--- src/rtl/tt_sweep_ctrl_if.sv ---
// Sweep controller bus: controls, golden/captured tables and function-under-test I/O.
// Pure wiring; no latency and no backpressure (start/abort are level-sampled each edge).
interface tt_sweep_ctrl_if #(
    parameter int N_IN  = 3,
    parameter int N_OUT = 2
) ();
    localparam int NCOMB = 1 << N_IN;
    localparam int TW    = N_OUT * NCOMB;

    logic             start;
    logic             abort;
    logic [TW-1:0]    expected;
    logic [N_IN-1:0]  vec;
    logic [N_OUT-1:0] f;
    logic             busy;
    logic             done;
    logic [TW-1:0]    table_out;
    logic [NCOMB-1:0] mismatch;
    logic [N_IN:0]    err_count;
    logic [N_IN-1:0]  first_fail;

    modport master (
        output start, abort, expected, f,
        input  vec, busy, done, table_out, mismatch, err_count, first_fail
    );

    modport slave (
        input  start, abort, expected, f,
        output vec, busy, done, table_out, mismatch, err_count, first_fail
    );
endinterface

--- src/rtl/tt_sweep_ctrl.sv ---
// Truth-table sweeper: steps vec through all 2^N_IN codes, SETTLE+1 cycles each, and checks f against a golden table.
// Sweep takes 2^N_IN*(SETTLE+1) cycles then a one-cycle done; no backpressure, abort cancels on the next edge.
module tt_sweep_ctrl #(
    parameter int N_IN   = 3,
    parameter int N_OUT  = 2,
    parameter int SETTLE = 2
) (
    input  logic           clk,
    input  logic           rst,
    tt_sweep_ctrl_if.slave bus
);
    localparam int NCOMB = 1 << N_IN;
    localparam int TW    = N_OUT * NCOMB;
    localparam int CW    = (SETTLE > 1) ? $clog2(SETTLE) : 1;
    localparam logic [CW-1:0]   CNT_LAST = CW'(SETTLE - 1);
    localparam logic [N_IN-1:0] VEC_LAST = N_IN'(NCOMB - 1);

    typedef enum logic [1:0] {S_IDLE, S_SETTLE, S_SAMPLE, S_DONE} state_t;

    state_t           state_q, state_d;
    logic [CW-1:0]    cnt_q, cnt_d;
    logic [N_IN-1:0]  vec_q, vec_d;
    logic [TW-1:0]    exp_q, exp_d;
    logic [TW-1:0]    table_q, table_d;
    logic [NCOMB-1:0] mism_q, mism_d;
    logic [N_IN:0]    err_q, err_d;
    logic [N_IN-1:0]  ff_q, ff_d;
    logic             busy, done;

    always_ff @(posedge clk) begin
        if (rst) state_q <= S_IDLE;
        else     state_q <= state_d;
    end

    always_comb begin
        state_d = state_q;
        case (state_q)
            S_IDLE:   if (bus.start) state_d = S_SETTLE;
            S_SETTLE: begin
                if (bus.abort)             state_d = S_IDLE;
                else if (cnt_q == CNT_LAST) state_d = S_SAMPLE;
            end
            S_SAMPLE: begin
                if (bus.abort)              state_d = S_IDLE;
                else if (vec_q == VEC_LAST) state_d = S_DONE;
                else                        state_d = S_SETTLE;
            end
            S_DONE:   state_d = S_IDLE;
            default:  state_d = S_IDLE;
        endcase
    end

    always_comb begin
        busy = (state_q == S_SETTLE) || (state_q == S_SAMPLE);
        done = (state_q == S_DONE);
    end

    always_comb begin
        cnt_d   = cnt_q;
        vec_d   = vec_q;
        exp_d   = exp_q;
        table_d = table_q;
        mism_d  = mism_q;
        err_d   = err_q;
        ff_d    = ff_q;
        case (state_q)
            S_IDLE: begin
                if (bus.start) begin
                    exp_d   = bus.expected;
                    table_d = '0;
                    mism_d  = '0;
                    err_d   = '0;
                    ff_d    = '0;
                    vec_d   = '0;
                    cnt_d   = '0;
                end
            end
            S_SETTLE: begin
                if (bus.abort) begin
                    vec_d = '0;
                    cnt_d = '0;
                end else if (cnt_q == CNT_LAST) begin
                    cnt_d = '0;
                end else begin
                    cnt_d = cnt_q + 1'b1;
                end
            end
            S_SAMPLE: begin
                // abort wins over the capture on the same edge
                if (bus.abort) begin
                    vec_d = '0;
                    cnt_d = '0;
                end else begin
                    table_d[vec_q*N_OUT +: N_OUT] = bus.f;
                    if (bus.f != exp_q[vec_q*N_OUT +: N_OUT]) begin
                        mism_d[vec_q] = 1'b1;
                        err_d         = err_q + 1'b1;
                        if (err_q == '0) ff_d = vec_q;
                    end
                    if (vec_q != VEC_LAST) vec_d = vec_q + 1'b1;
                    cnt_d = '0;
                end
            end
            S_DONE:  vec_d = '0;
            default: vec_d = '0;
        endcase
    end

    always_ff @(posedge clk) begin
        if (rst) begin
            cnt_q   <= '0;
            vec_q   <= '0;
            exp_q   <= '0;
            table_q <= '0;
            mism_q  <= '0;
            err_q   <= '0;
            ff_q    <= '0;
        end else begin
            cnt_q   <= cnt_d;
            vec_q   <= vec_d;
            exp_q   <= exp_d;
            table_q <= table_d;
            mism_q  <= mism_d;
            err_q   <= err_d;
            ff_q    <= ff_d;
        end
    end

    assign bus.vec        = vec_q;
    assign bus.busy       = busy;
    assign bus.done       = done;
    assign bus.table_out  = table_q;
    assign bus.mismatch   = mism_q;
    assign bus.err_count  = err_q;
    assign bus.first_fail = ff_q;
endmodule

--- src/flat_wrapper.sv ---
// flat-port wrapper written by rule: the top's interface ports become plain ports
module tt_sweep_ctrl_flat 
#(
    parameter int N_IN   = 3,
    parameter int N_OUT  = 2,
    parameter int SETTLE = 2
)
  (clk, rst, bus_start, bus_abort, bus_expected, bus_f, bus_vec, bus_busy, bus_done, bus_table_out, bus_mismatch, bus_err_count, bus_first_fail);
  tt_sweep_ctrl_if #(.N_IN(N_IN), .N_OUT(N_OUT)) bus_i ();
  input  logic clk;
  input  logic rst;
  input wire logic [$bits(bus_i.start)-1:0] bus_start;
  input wire logic [$bits(bus_i.abort)-1:0] bus_abort;
  input wire logic [$bits(bus_i.expected)-1:0] bus_expected;
  input wire logic [$bits(bus_i.f)-1:0] bus_f;
  output wire logic [$bits(bus_i.vec)-1:0] bus_vec;
  output wire logic [$bits(bus_i.busy)-1:0] bus_busy;
  output wire logic [$bits(bus_i.done)-1:0] bus_done;
  output wire logic [$bits(bus_i.table_out)-1:0] bus_table_out;
  output wire logic [$bits(bus_i.mismatch)-1:0] bus_mismatch;
  output wire logic [$bits(bus_i.err_count)-1:0] bus_err_count;
  output wire logic [$bits(bus_i.first_fail)-1:0] bus_first_fail;
  assign bus_i.start = bus_start;
  assign bus_i.abort = bus_abort;
  assign bus_i.expected = bus_expected;
  assign bus_i.f = bus_f;
  assign bus_vec = bus_i.vec;
  assign bus_busy = bus_i.busy;
  assign bus_done = bus_i.done;
  assign bus_table_out = bus_i.table_out;
  assign bus_mismatch = bus_i.mismatch;
  assign bus_err_count = bus_i.err_count;
  assign bus_first_fail = bus_i.first_fail;
  tt_sweep_ctrl #(.N_IN(N_IN), .N_OUT(N_OUT), .SETTLE(SETTLE)) u_core (.clk(clk), .rst(rst), .bus(bus_i));
endmodule
--- config.mk ---
export PLATFORM = sky130hd
export DESIGN_NAME = tt_sweep_ctrl_flat
export DESIGN_NICKNAME = d
export VERILOG_FILES = /design/src/rtl/tt_sweep_ctrl_if.sv /design/src/rtl/tt_sweep_ctrl.sv /design/src/flat_wrapper.sv
export SDC_FILE = /design/constraint.sdc
export NUM_CORES = 1
export LEC_CHECK = 0
export CAP_MARGIN = 25
export CORE_MARGIN = 3
export CORE_UTILIZATION = 45
export DETAILED_ROUTE_END_ITERATION = 7
export HOLD_SLACK_MARGIN = 0.08
export PLACE_DENSITY = 0.76
export SLEW_MARGIN = 30
export SYNTH_ARGS = -nofsm -noshare
export SYNTH_HDL_FRONTEND = slang
export SYNTH_SLANG_ARGS = --single-unit
--- constraint.sdc ---
create_clock -name clk -period 2.2 [get_ports clk]
set_input_delay 0.33 -clock clk [delete_from_list [all_inputs] [get_ports clk]]
set_output_delay 0.33 -clock clk [all_outputs]
set_load 0.05 [all_outputs]
==> run metrics, run 1 <==
status=finished, final reports clean; first-pass GRT wire length=10100 um; placed wire-length estimate=between 4000 and 5000 um; grt total ovfl=0; Worst setup SP type=flip-flop; CP Class=flip-flop to flip-flop; CTS Buf Count=5; wire per inst=14.0 um; Pre-antenna DRT Iters=4; Synth cell types=43; total routing usage reported by global routing=0.197; post-synthesis sequential area ratio=0.427; FILL cells=between 400 and 500; Final nets=400; vias per cell=5.34; Post-CTS Hold Buffers=0; worst skew pair latency=0.31 ns; # DRC=0; Synthesis Warnings=0; Synth Cell Area=2490 um2; Routability Congestion=between 0.8 and 0.9; Final Max Slew Viols=0; Pwr Density=605 nW/um2; # IOs=between 50 and 60; fmax=481 MHz; cell taking the most area after synthesis=dfxtp_1; multi-input combinational cell area=1350 um2; final hold violation count=0; syn avg cell area=8.40 um2; worst endpoint data arrival time=between 2 and 2.5 ns; Max Cap Viol=0; RSZ-0062 raised after global routing=no; clock sink total=53; Clk pin slew, worst setup/hold paths=0.10 ns; die span in y=around 80 um; CTS max path bufs=2; CP required=approximately 2.4 ns; CP Capture Type=flip-flop; remaining antenna violation count after routing=0; most frequent cell after synthesis=dfxtp_1; Most used DFF post-synth=dfxtp_1; sequential cell area=1070 um2; antenna violations before repair=0; htree depth=2; core area=5240 um2; area share of the largest cell type after synthesis=0.427; Iteration-0 DRC Markers=between 200 and 250; cell count after synthesis=about 300; Worst VDD drop=about 420 uV; hold crit path type=flip-flop to flip-flop; largest net degree at the start of global routing=26; vias in the first global route=2101; clk_skew=around 0.010 ns; Root Driver=clkbuf_8; hold slack=~0.46 ns; Static Leakage=about 1.2 nW; ant diodes=0; asr flop ratio synth=0; DIE AREA=~6500 um2; initial core utilization=0.475; actual slew at the worst max-slew pin=0.619 ns; Area contributors post-synth=dfxtp_1 43%, nand2_1 7.5%, ha_1 6.0%; post-synth net total=between 300 and 400; endpoints failing setup=0; total number of vias=2333; TritonCTS clock tree=done; WHS Path Cells=2; row count=26; critical path fanouts, max=10; #FFs+latches synth=53; crit share post-route=0.946; Post-synth EDFFs=0; R2R cell count=7; PortBufs=57; relative slew slack=0.587; total power=2.05 mW; die width=80.3 um; final wirelength=6110 um; Area growth syn-to-layout=36.5%; top cells by count, synth=53 x dfxtp_1, 50 x nand2_1, 28 x a21oi_1; min Tclk post-route=2.08 ns; layout cell share with drive strength beyond 1=0.128
path summary, 6_finish.rpt:
check / from / end / slack, ns
setup / recovery: u_core.bus.vec[0] / u_core.bus.first_fail[1] / 0.12
hold / removal: u_core.bus.mismatch[5] / u_core.bus.mismatch[5] / 0.46
setup reg to reg: u_core.bus.vec[0] / u_core.bus.first_fail[1] / 0.12
hold reg to reg: u_core.bus.mismatch[5] / u_core.bus.mismatch[5] / 0.46
layout by cell type (no fill, tap or decap), types with 3 or more instances in the layout:
cell type and instances:
a31oi_1 3, nor2_1 27, o21ai_0 15, o211ai_1 3, o21ai_2 4, inv_1 10, nor2b_1 3, a32o_1 3
nand2b_1 4, nand3_1 3, mux2i_1 8, clkbuf_8 5, ha_1 12, or3_1 5, a21oi_1 28, nor4_2 3
clkdlybuf4s50_1 56, buf_4 23, nand2_1 50, dfxtp_1 50, a22oi_1 16
report_power, final:
part           leakage [nW]  switching, mW  internal [mW]
sequential            0.432         0.0212          0.991
clock                0.0543          0.328          0.341
combinational         0.725          0.222          0.149
total                  1.21          0.572           1.48
final cells by class:
class	instances	share of cell area
Tap cell	70	0.0258
Sequential cell	53	0.315
Clock buffer	5	0.0203
Clock inverter	3	0.0136
Multi-Input combinational cell	217	0.398
Inverter	10	0.0111
Timing Repair Buffer	79	0.216
cell families (layout without fill, tap and decap cells):
logic type | count (synthesis) | in the layout | synth area share
buffers and inverters | 26 | 97 | 0.0448
adders and majority gates | 12 | 12 | 0.0604
DFF | 53 | 53 | 0.427
muxes | 9 | 9 | 0.0413
xor gates and xnor gates | 1 | 1 | 0.00654
AOI/OAI and AO/OA | 81 | 81 | 0.204
and+or+nand+nor | 114 | 114 | 0.216
critical path, cell delays in order, from the launching register on:
cell and delay, ns:
dfxtp_4 0.41, mux2i_1 0.13, mux4_2 0.54, xnor2_4 0.19
a21oi_1 0.06, buf_4 0.16, or3_1 0.38, a31oi_1 0.13
state kept, by name (all words and copies together), names as in the netlist:
name,cells
u_core.exp_q,16
u_core.bus.mismatch,8
u_core.bus.table_out,16
u_core.bus.vec,3
u_core.bus.first_fail,3
u_core.cnt_q,1
u_core.bus.err_count,4
u_core.state_q,2
per-layer routing:
| metal | global-route usage | routed length [um] |
|---|---|---|
| met1 | 0.282 | 2980 |
| met2 | 0.305 | 2810 |
| met3 | 0.0404 | 273 |
| met4 | 0.0456 | 48 |
| met5 | 0 | 0 |
through the flow:
stage | TNS, ns | worst slack, ns | instance area, um2 | instances | util
6_report | 0 | 0.119 | 3390 | 437 | 0.648
4_1_cts | 0 | 0.0229 | 3350 | 435 | 0.640
3_3_place_gp | 0 | 0.145 | 3230 | 427 | 0.618
3_5_place_dp | 0 | 0.0823 | 3230 | 427 | 0.618
2_1_floorplan | -0.107 | -0.0268 | 2500 | 296 | -
5_1_grt | 0 | 0.00608 | 3390 | 437 | 0.648
repair_timing:
item | in CTS | in global routing
gates resized for setup | 0 | 5
setup endpoints to repair | 0 | 10
setup buffers | 0 | 2
(Power assumes the default switching activity.)
==> inputs of run 2 (changes only) <==
- CORE_UTILIZATION: 45 -> 50
- PLACE_DENSITY: 0.76 -> 0.8
- SLEW_MARGIN: 30 -> not set
- clock period: 2.2 -> 2.4 ns (I/O delays scaled with it)
==> run 2 against run 1 <==
Compared with the run above: worst setup slack improved by 0.0091 ns; critical endpoint is now u_core.bus.first_fail[2]; global-route usage grew 1.3 points; utilization grew 4.4 points; combinational power down 11%; largest power group unchanged; clock-buffer cell count up 1; clock skew decreased by 0.0044 ns; sequential cell count did not move; hold slack about the same; wire length shrank 3.0%; highest routed layer unchanged.
==> run metrics, run 2 (synthesis gave the netlist of run 1 again) <==
Setup Buffers After CTS=0; relative slew slack=0.518; Final nets=394; Static Leakage=1.17 nW; PortBufs=57; grt total ovfl=0; remaining antenna violation count after routing=0; ant diodes=0; worst path bufs/invs=1; vias in the first global route=2206; Pre-antenna DRT Iters=4; Worst setup SP type=flip-flop; antenna violations before repair=0; total routing usage reported by global routing=0.210; worst endpoint data arrival time=2.50 ns; CP Capture Type=flip-flop; delay-heaviest family, CP=multiplexers; final setup margin=0.129 ns; wire per inst=13.9 um; leading cell types in the layout, fill and taps excluded=57 x clkdlybuf4s50_1, 51 x dfxtp_1, 50 x nand2_1, 28 x a21oi_1, 27 x nor2_1; CTS max path bufs=2; endpoints failing setup=0; row count=25; CP Cell Sequence=mux2i_1, mux4_2, xnor2_2, a21oi_1, buf_4, or3_1, a31oi_1; final hold violation count=0; vias per cell=5.48; Setup TNS=0 ns; RSZ-0062 raised after global routing=no; largest net degree at the start of global routing=28; CP Class=flip-flop to flip-flop; actual slew at the worst max-slew pin=0.718 ns; sequential cell area=1060 um2; Final Max Slew Viols=0; Area growth syn-to-layout=32.4%; FILL cells=roughly 420; die width=approximately 77 um; TritonCTS clock tree=done; fmax=440 MHz; CTS Buf Count=5; Routability Congestion=0.871; CP required=2.63 ns; Iteration-0 DRC Markers=137; Place WS=0.104 ns; layout cell share with drive strength beyond 1=0.100; DIE AREA=5850 um2; total number of vias=2340; most common cell after layout, fill and taps aside=clkdlybuf4s50_1; initial core utilization=0.523; die span in y=76.5 um; post_cts resized=0; worst skew pair latency=0.30 ns; min Tclk post-route=2.27 ns; first-pass GRT wire length=10200 um; critical path fanouts, max=12; post-placement cell count=420; crit share post-route=0.946; status=finished, final reports clean; # DRC=0; Worst VDD drop=417 uV; Pwr Density=533 nW/um2; clock sink total=53; Worst path slowest cell=dfxtp_2; Max Cap Viol=0; # IOs=58; hold crit path type=flip-flop to flip-flop; Finished Layout Cells=between 400 and 500; clk_skew=~0.0060 ns; htree depth=2; Clk pin slew, worst setup/hold paths=0.09 ns; placed wire-length estimate=about 4600 um; core area=roughly 4800 um2; Crit path largest cell delay=0.53 ns; multi-input combinational cell area=1330 um2; Post-CTS Hold Buffers=0; Root Driver=clkbuf_8; final wirelength=5930 um
## run 2: changes by cell type in the layout (fill, tap and decap cells not counted), sizes merged
cell | before | now
clkdlybuf4s50 | 56 | 57
clkinv | 1 | 0
bufinv | 1 | 0
buf | 23 | 16
clkbuf | 5 | 6
## run 2: tightest hold or removal path: cells and delay by family (launching register included)
family / cells / cell delay [ns]
AOI/OAI and AO/OA: 1 / 0.04
DFF: 1 / 0.32
and+or+nand+nor: 1 / 0.06
## run 2: worst paths after layout
path	end	slack, ns	start	depth (start not counted)
max	u_core.bus.first_fail[2]	0.13	u_core.bus.vec[0]	7
min	u_core.bus.mismatch[7]	0.46	u_core.bus.mismatch[7]	2
max reg2reg	u_core.bus.first_fail[2]	0.13	u_core.bus.vec[0]	7
min reg2reg	u_core.bus.mismatch[7]	0.46	u_core.bus.mismatch[7]	2
## run 2: final cells by class
| type | instances | share of cell area |
|---|---|---|
| multi-input combinational | 217 | 0.403 |
| sequential | 53 | 0.323 |
| timing repair buffer | 73 | 0.210 |
| tap | 67 | 0.0255 |
| clock buffer | 6 | 0.0251 |
| inverter | 10 | 0.0114 |
| clock inverter | 1 | 0.00228 |
## run 2: metrics by stage
stage	instance area (um2)	util	hold slack (ns)	power, mW
floorplan	2490	-	0.436	1.15
global placement	3190	0.671	0.438	1.27
detailed placement	3190	0.671	0.444	1.28
CTS	3280	0.690	0.462	1.76
global route	3290	0.692	0.481	1.85
finish	3290	0.692	0.460	1.76
## run 2: metal layers
| layer | vias to the layer above | part of all wire | track usage |
|---|---|---|---|
| met1 | 1101 | 0.46 | 0.286 |
| met2 | 60 | 0.48 | 0.337 |
| li1 | 1167 | - | - |
| met5 | - | 0 | 0 |
| met3 | 12 | 0.042 | 0.0355 |
| met4 | 0 | 0.016 | 0.0725 |
## run 2: where the power goes
| group | leakage, nW | internal, mW | switching, mW | total (mW) |
|---|---|---|---|---|
| logic | 0.691 | 0.129 | 0.201 | 0.329 |
| clock network | 0.0433 | 0.228 | 0.266 | 0.495 |
| registers | 0.431 | 0.910 | 0.0213 | 0.931 |
| total | 1.17 | 1.27 | 0.488 | 1.76 |
==> inputs of run 3 (changes only) <==
- ABC_AREA: not set -> 1
- PLACE_DENSITY: 0.8 -> 0.79
==> run 3 against run 2 <==
Compared with the run above: sequential power up 5.9%; first-iteration DRC count is the same; clock-buffer cell count up 1; synthesized area increased by 11%; register-to-register slack better by 0.31 ns; cell count rose by 19%; hold slack worse by 0.0064 ns; wire length grew 3.5%; critical path type is now flip-flop to output pin; highest routed layer unchanged.
==> run metrics, run 3 <==
status=finished, final reports clean; Clk pin slew, worst setup/hold paths=0.10 ns; die span in y=80.2 um; post-synthesis sequential area ratio=0.385; multi-input combinational cell area=1370 um2; Post-synth EDFFs=0; Synth cell types=32; layout cell share with drive strength beyond 1=0.112; post_cts resized=0; antenna violations before repair=0; vias per cell=5.10; worst path bufs/invs=2; RSZ-0062 raised after global routing=no; sequential cell area=1060 um2; total number of vias=2597; worst endpoint data arrival time=1.88 ns; Setup Buffers After CTS=0; multiplexer share of the synthesized area=0; Area growth syn-to-layout=26.3%; wire per inst=around 12 um; syn avg cell area=7.23 um2; CP Depth=3; #FFs+latches synth=53; Crit path largest cell delay=0.79 ns; cell taking the most area after synthesis=dfxtp_1; largest family of logic cells by synthesized area=simple AND/OR/NAND/NOR gates; Worst VDD drop=roughly 360 uV; Area contributors post-synth=dfxtp_1 39%, nand2_1 9.4%, a21oi_1 8.7%; FILL cells=roughly 480; Finished Layout Cells=509; CP Capture Type=output pin; post-synth net total=415; CP Class=flip-flop to output pin; Worst path slowest cell=clkdlybuf4s50_1; TritonCTS clock tree=done; delay-heaviest family, CP=buffers and inverters; Most used DFF post-synth=dfxtp_1; post-placement cell count=501; top cells by count, synth=69 x nand2_1, 53 x dfxtp_1, 48 x a21oi_1, 48 x inv_1, 36 x nor2_1; PortBufs=57; row count=26; Post-Place Cell Area=3380 um2; Final nets=472; Max Cap Viol=0; Post-CTS Hold Buffers=0; Pwr Density=643 nW/um2; Static Leakage=1.42 nW; most common cell after layout, fill and taps aside=nand2_1; worst skew pair latency=0.31 ns; critical path fanouts, max=5; clk_skew=0.0128 ns; crit share post-route=0.935; total routing usage reported by global routing=0.203; core area=~5200 um2; R2R cell count=12; DIE AREA=6430 um2; # IOs=58; vias in the first global route=2450; grt total ovfl=0; die width=approximately 80 um; Adder-Cell Fraction of Synth Area=0.0545; placed wire-length estimate=4630 um; actual slew at the worst max-slew pin=0.630 ns; Routability Congestion=0.892; fmax=about 450 MHz; hold crit path type=flip-flop to flip-flop; CP Cell Sequence=inv_1, ha_1, clkdlybuf4s50_1; post-synthesis compound-gate area fraction=0.159; htree depth=2; min Tclk post-route=between 2 and 2.5 ns; CP required=2.04 ns; Pre-antenna DRT Iters=4; Root Driver=clkbuf_8; Setup TNS=0 ns; Post-Synth XOR/XNOR Area=0.0123; area share of the largest cell type after synthesis=0.385; Worst setup SP type=flip-flop; asr flop ratio synth=0; Synth Cell Area=2750 um2; Iteration-0 DRC Markers=137; initial core utilization=0.529; ant diodes=0; Final Max Slew Viols=0; relative slew slack=0.579; CTS Buf Count=5; final instance area=between 3000 and 4000 um2; first-pass GRT wire length=10600 um; leading cell types in the layout, fill and taps excluded=69 x nand2_1, 56 x clkdlybuf4s50_1, 53 x dfxtp_1, 48 x inv_1, 48 x a21oi_1; remaining antenna violation count after routing=0; cell count after synthesis=around 380; final wirelength=6140 um; most frequent cell after synthesis=nand2_1; CTS max path bufs=2; final hold violation count=0; clock sink total=53; largest net degree at the start of global routing=26; # DRC=0; Synth Area in Simple Gates=0.273; Synthesis Warnings=0; WHS Path Cells=2; endpoints failing setup=0
-- run 3: worst min-delay path: stages, from the launching register on --
cell	delay, ns
dfxtp_1	0.32
inv_1	0.04
a21oi_1	0.05
-- run 3: report_power, final --
part	internal, mW	total, mW	leakage [nW]	switching [mW]
logic	0.238	0.700	0.931	0.462
clock network	0.261	0.548	0.0542	0.287
registers	0.944	0.986	0.433	0.0419
-- run 3: logic make-up after synthesis --
logic type      after synthesis
xor+xnor                      3
compound gates               82
flops                        53
buf+inv                      72
simple gates                159
fa+ha+maj                    12
-- run 3: path summary, 6_finish.rpt --
path / from / end / slack [ns]
setup / recovery: u_core.state_q[1] / bus_busy / 0.16
hold reg to reg: u_core.bus.mismatch[2] / u_core.bus.mismatch[2] / 0.45
hold / removal: u_core.bus.mismatch[2] / u_core.bus.mismatch[2] / 0.45
setup reg to reg: u_core.bus.vec[0] / u_core.bus.err_count[0] / 0.44
-- run 3: cell type report --
class	instances	share of cell area
Clock inverter	1	0.00144
Multi-Input combinational cell	256	0.395
Sequential cell	53	0.305
Timing Repair Buffer	66	0.183
Inverter	56	0.0626
Clock buffer	7	0.0277
Tap cell	70	0.0252
-- run 3: stage by stage --
step | worst slack (ns) | utilization | hold WS, ns | total power [mW]
floorplan | 0.137 | - | 0.429 | 1.52
global placement | 0.508 | 0.649 | 0.440 | 1.69
detailed placement | 0.460 | 0.649 | 0.443 | 1.70
CTS | 0.151 | 0.668 | 0.457 | 2.25
global route | 0.0767 | 0.668 | 0.480 | 2.37
finish | 0.156 | 0.668 | 0.453 | 2.23
-- run 3: layer usage --
layer  global-route usage  wire length, um  up-vias
met3               0.0314              234       13
met4               0.0676              127        0
met5                    0                0        -
met1                0.248             2720     1184
li1                     -                -     1341
met2                0.359             3050       59
